`config.mk`:
```
export PLATFORM = sky130hd
export DESIGN_NAME = serial_frame_rx_flat
export DESIGN_NICKNAME = d
export VERILOG_FILES = /design/src/rtl/serial_link_pkg.sv /design/src/rtl/serial_frame_rx_if.sv /design/src/rtl/serial_frame_obuf.sv /design/src/rtl/serial_frame_rx.sv /design/src/flat_wrapper.sv
export SDC_FILE = /design/constraint.sdc
export NUM_CORES = 1
export LEC_CHECK = 0
export BUFFER_PORTS_ARGS = -buffer_cell sky130_fd_sc_hd__buf_4
export CAP_MARGIN = 20
export CORE_MARGIN = 10
export CORE_UTILIZATION = 56
export DETAILED_ROUTE_END_ITERATION = 6
export PLACE_DENSITY = 0.82
export SYNTH_ARGS = -nofsm -noshare
export SYNTH_HDL_FRONTEND = slang
export SYNTH_SLANG_ARGS = --single-unit
```
`constraint.sdc`:
```
create_clock -name clk -period 3.6 [get_ports clk]
set_input_delay 0.54 -clock clk [delete_from_list [all_inputs] [get_ports clk]]
set_output_delay 0.54 -clock clk [all_outputs]
set_load 0.1 [all_outputs]
```
`src/rtl/serial_link_pkg.sv`:
```
// Constants shared by the serial link transmitter and receiver: line levels,
// receiver FSM encoding and the default frame width.
package serial_link_pkg;

  localparam int DEFAULT_W = 8;

  localparam logic START_BIT = 1'b1;
  localparam logic IDLE_LVL  = 1'b0;

  typedef enum logic {
    ST_IDLE  = 1'b0,
    ST_SHIFT = 1'b1
  } state_t;

endpackage

```
`src/rtl/serial_frame_rx_if.sv`:
```
// Serial-line and parallel-word signals of the frame receiver. The driver side
// (serial source plus consumer) uses master; the receiver uses slave.
interface serial_frame_rx_if #(
  parameter int W = serial_link_pkg::DEFAULT_W
);
  // A word transfers on any rising edge where dvalid && rdy_i; dout is held
  // stable while dvalid=1, and dvalid never waits on rdy_i to assert.
  logic                    sdi;
  logic                    rdy_i;
  logic                    clr_ovr;
  logic [W-1:0]            dout;
  logic                    dvalid;
  logic                    busy;
  logic                    ovr;
  serial_link_pkg::state_t dbg_state;

  modport master (
    output sdi, rdy_i, clr_ovr,
    input  dout, dvalid, busy, ovr, dbg_state
  );

  modport slave (
    input  sdi, rdy_i, clr_ovr,
    output dout, dvalid, busy, ovr, dbg_state
  );
endinterface

```
`src/rtl/serial_frame_obuf.sv`:
```
// One-entry holding register between the deframer and the consumer; a frame
// completing while the held word is still unconsumed is dropped and flagged.
module serial_frame_obuf #(
  parameter int W = 8
) (
  input  logic         clk,
  input  logic         rst,
  input  logic         load_i,
  input  logic [W-1:0] word_i,
  input  logic         rdy_i,
  input  logic         clr_ovr_i,
  output logic [W-1:0] dout_o,
  output logic         dvalid_o,
  output logic         ovr_o
);
  logic [W-1:0] dout_q, dout_d;
  logic         dvalid_q, dvalid_d;
  logic         ovr_q, ovr_d;
  logic         take;
  logic         overrun;

  assign take    = dvalid_q && rdy_i;
  assign overrun = load_i && dvalid_q && !rdy_i;

  // Overrun set has priority over the clear pulse so a drop is never lost.
  always_comb begin
    dout_d   = dout_q;
    dvalid_d = dvalid_q;
    ovr_d    = ovr_q;
    if (load_i && !overrun) begin
      dout_d   = word_i;
      dvalid_d = 1'b1;
    end else if (take) begin
      dvalid_d = 1'b0;
    end
    if (overrun) begin
      ovr_d = 1'b1;
    end else if (clr_ovr_i) begin
      ovr_d = 1'b0;
    end
  end

  always_ff @(posedge clk) begin
    if (rst) begin
      dout_q   <= '0;
      dvalid_q <= 1'b0;
      ovr_q    <= 1'b0;
    end else begin
      dout_q   <= dout_d;
      dvalid_q <= dvalid_d;
      ovr_q    <= ovr_d;
    end
  end

  assign dout_o   = dout_q;
  assign dvalid_o = dvalid_q;
  assign ovr_o    = ovr_q;
endmodule

```
`src/rtl/serial_frame_rx.sv`:
```
// Deframer for the one-bit-per-clock serial link: start bit '1', then W data
// bits MSB-first; completed words go to a valid/ready holding register.
module serial_frame_rx
  import serial_link_pkg::*;
#(
  parameter int W = DEFAULT_W
) (
  input  logic              clk,
  input  logic              rst,
  serial_frame_rx_if.slave  bus
);
  localparam int CNT_W = $clog2(W);
  localparam logic [CNT_W-1:0] LAST_BIT = CNT_W'(W - 1);

  state_t           state_q;
  logic [CNT_W-1:0] cnt_q;
  // Only W-1 bits need storing: the final data bit is taken straight from sdi.
  logic [W-2:0]     shreg_q;
  logic [W-1:0]     word_d;
  logic             load;

  assign word_d = {shreg_q, bus.sdi};
  assign load   = (state_q == ST_SHIFT) && (cnt_q == LAST_BIT);

  always_ff @(posedge clk) begin
    if (rst) begin
      state_q <= ST_IDLE;
      cnt_q   <= '0;
      shreg_q <= '0;
    end else begin
      case (state_q)
        ST_IDLE: begin
          if (bus.sdi == START_BIT) begin
            state_q <= ST_SHIFT;
            cnt_q   <= '0;
          end
        end
        ST_SHIFT: begin
          shreg_q <= word_d[W-2:0];
          if (cnt_q == LAST_BIT) begin
            state_q <= ST_IDLE;
            cnt_q   <= '0;
          end else begin
            cnt_q <= cnt_q + CNT_W'(1);
          end
        end
        default: begin
          state_q <= ST_IDLE;
          cnt_q   <= '0;
        end
      endcase
    end
  end

  assign bus.busy      = (state_q == ST_SHIFT);
  assign bus.dbg_state = state_q;

  serial_frame_obuf #(.W(W)) u_obuf (
    .clk       (clk),
    .rst       (rst),
    .load_i    (load),
    .word_i    (word_d),
    .rdy_i     (bus.rdy_i),
    .clr_ovr_i (bus.clr_ovr),
    .dout_o    (bus.dout),
    .dvalid_o  (bus.dvalid),
    .ovr_o     (bus.ovr)
  );
endmodule
```
`src/flat_wrapper.sv`:
```
// flat-port wrapper written by rule: the top's interface ports become plain ports
module serial_frame_rx_flat import serial_link_pkg::*;
#(
  parameter int W = DEFAULT_W
)
  (clk, rst, bus_sdi, bus_rdy_i, bus_clr_ovr, bus_dout, bus_dvalid, bus_busy, bus_ovr, bus_dbg_state);
  serial_frame_rx_if #(.W(W)) bus_i ();
  input  logic clk;
  input  logic rst;
  input wire logic [$bits(bus_i.sdi)-1:0] bus_sdi;
  input wire logic [$bits(bus_i.rdy_i)-1:0] bus_rdy_i;
  input wire logic [$bits(bus_i.clr_ovr)-1:0] bus_clr_ovr;
  output wire logic [$bits(bus_i.dout)-1:0] bus_dout;
  output wire logic [$bits(bus_i.dvalid)-1:0] bus_dvalid;
  output wire logic [$bits(bus_i.busy)-1:0] bus_busy;
  output wire logic [$bits(bus_i.ovr)-1:0] bus_ovr;
  output wire logic [$bits(bus_i.dbg_state)-1:0] bus_dbg_state;
  assign bus_i.sdi = bus_sdi;
  assign bus_i.rdy_i = bus_rdy_i;
  assign bus_i.clr_ovr = bus_clr_ovr;
  assign bus_dout = bus_i.dout;
  assign bus_dvalid = bus_i.dvalid;
  assign bus_busy = bus_i.busy;
  assign bus_ovr = bus_i.ovr;
  assign bus_dbg_state = bus_i.dbg_state;
  serial_frame_rx #(.W(W)) u_core (.clk(clk), .rst(rst), .bus(bus_i));
endmodule
```
==> out/qor.csv <==
metric,value,unit
Yosys Warn Count,0,
slowest CP cell,dfxtp_1,
hold buffer count at cts,0,
Finished Core Util,0.673,
Layout area overhead,14.2,%
clock buffer depth,2,
wire per inst,12.0,um
Final period util,0.576,
Syn Inst Count,86,
Final Wtd Congestion,0.717,
Final setup viols,0,
Leak Pwr,0.413,nW
WS Path Type,register to primary output,
CTS tree,yes,
Die Area,3580,sq um
"Avg Cell Area, Syn",10.3,sq um
"Seq/Total Area, Yosys",0.474,
worst path bufs/invs,1,
CP arrival,1.53,ns
Post-Syn Area,887,sq um
Pre-antenna DRT Iters,2,
postcts setup bufs,0,
Initial Util,0.589,
min Tclk post-route,2.07,ns
Netlist cell types,19,
maxcap violations,0,
post-CTS sizing,0,
initial antenna violation count,0,
critical path endpoint category,primary output,
Peak VDD IR,0.000233,V
Final HPWL DP,1020,um
total congestion overflow,0,
antenna cells,0,
FP Rows,14,
Synth Flop Type,dfxtp_1,
routed wire length,1390,um
FF/Latch Area,420,sq um
Post-synth EDFFs,0,
RSZ-0062 raised after global routing,false,
"Power, Total",0.000381,W
fmax,483,MHz
# fillers,131,
CP required,3.06,ns
CORE AREA,1510,sq um
setup TNS,0,ns
Die W,59.8,um
syn_nets,93,
Slew headroom,0.501,
Root Driver,clkbuf_4,
io pins,17,
DRC errors left,0,
PD cells,376,nW/um^2
PortBufs,16,
Initial DRC Count,2,
run status,"finished, final reports clean",
CTS sink cnt,21,
Die Y-Extent,59.8,um
crit path max fanout,17,
H-tree depth,1,
worst hold slack,0.474,ns
CP peak stage delay,0.82,ns
cell breakdown of the critical path,buf_4,
Final ANT Viol Nets,0,
post-route clock skew,0.00122,ns
largest net degree at the start of global routing,30,
Final nets,108,
share of layout cells above drive strength 1,0.220,
footprint of the multi-input gates,423,sq um
Skew-Pair Late Insertion Delay,0.29,ns
HP Class,register to register,
Total GRT Usage,0.0831,
vias in the first global route,562,
clk slew on worst S/H paths,0.11,ns
Tightest Pin Transition,0.747,ns
asr flop ratio synth,0,
final hold vios,0,
startpoint types,register,
vias,581,
total CTS buffers,3,
first-pass GRT wire length,2290,um
CP top delay family,flip-flops,
Final Max Tran Viols,0,
routed vias/inst,5.01,
Synth Register Bits,21,
stage by stage:
| step | setup WS, ns | instances | cell area (sq um) |
|---|---|---|---|
| floorplan | 1.69 | 86 | 887 |
| global route | 1.46 | 116 | 1010 |
| detailed placement | 1.86 | 112 | 987 |
| global placement | 1.87 | 112 | 987 |
| CTS | 1.52 | 116 | 1010 |
| finish | 1.53 | 116 | 1010 |
Yosys cell counts (2+ instances only):
cell type | number | share of area
buf_4 | 2 | 0.017
dfxtp_1 | 21 | 0.47
nor3b_1 | 2 | 0.017
mux2i_1 | 15 | 0.17
a21oi_1 | 3 | 0.017
ha_1 | 2 | 0.028
buf_2 | 2 | 0.011
nor2_1 | 13 | 0.055
nand2b_1 | 16 | 0.11
cell type report:
type / count / area share
timing repair buffer: 16 / 0.119
tap: 16 / 0.0198
multi-input combinational: 58 / 0.417
clock buffer: 4 / 0.0259
inverter: 1 / 0.00370
sequential: 21 / 0.415
cells in the final DEF, fill, tap and decap left out:
cell type,n
inv_1,1
a22oi_1,1
nor2_1,13
a21oi_1,3
dfxtp_1,21
nand2b_1,16
clkbuf_4,3
nor3b_1,2
a32oi_1,1
ha_1,2
buf_4,16
clkbuf_1,1
and2b_4,1
nand3b_1,1
nand2_1,1
nand2_4,1
mux2i_1,15
nor2_8,1
logic make-up after synthesis:
family | after synthesis | synth area share
AO/OA/AOI/OAI | 5 | 0.0353
adder cells (fa/ha/maj) | 2 | 0.0282
buffers and inverters | 7 | 0.0494
flip-flops | 21 | 0.474
multiplexers | 15 | 0.169
AND/OR/NAND/NOR | 36 | 0.244
layer usage:
layer  routed length (um)  global-route usage  up-vias
met5                    0                   0        -
met4                   27              0.0673        0
met3                  109              0.0381        2
met2                  653               0.129       10
met1                  599              0.0829      260
li1                     -                   -      309
final timing paths:
check	startpoint	cells after the start	endpoint	slack, ns
max	u_core.bus.busy$_SDFF_PP0_	1	bus_dbg_state	1.53
min	u_core.cnt_q[1]$_SDFFE_PP0P_	2	u_core.cnt_q[1]$_SDFFE_PP0P_	0.47
max reg2reg	u_core.bus.busy$_SDFF_PP0_	3	u_core.u_obuf.dout_o[4]$_SDFFE_PP0P_	2.16
min reg2reg	u_core.cnt_q[1]$_SDFFE_PP0P_	2	u_core.cnt_q[1]$_SDFFE_PP0P_	0.47
flip-flops by register name, summed over array words and instances (netlist names):
register	cells
u_core.bus.busy	1
u_core.u_obuf.ovr_o	1
u_core.u_obuf.dout_o	8
u_core.u_obuf.dvalid_o	1
u_core.cnt_q	3
u_core.shreg_q	7
tightest hold or removal path: stages, from the launching register on:
cell     delay [ns]
dfxtp_1        0.33
nand2_1        0.05
a21oi_1        0.06
power breakdown:
part	switching (W)	leakage [nW]	internal [W]	total [W]
registers	0.00000638	0.170	0.000235	0.000242
clock network	0.0000637	0.0150	0.0000430	0.000107
logic	0.0000196	0.228	0.0000127	0.0000323
Note: power is estimated with default switching activity, not from simulation.
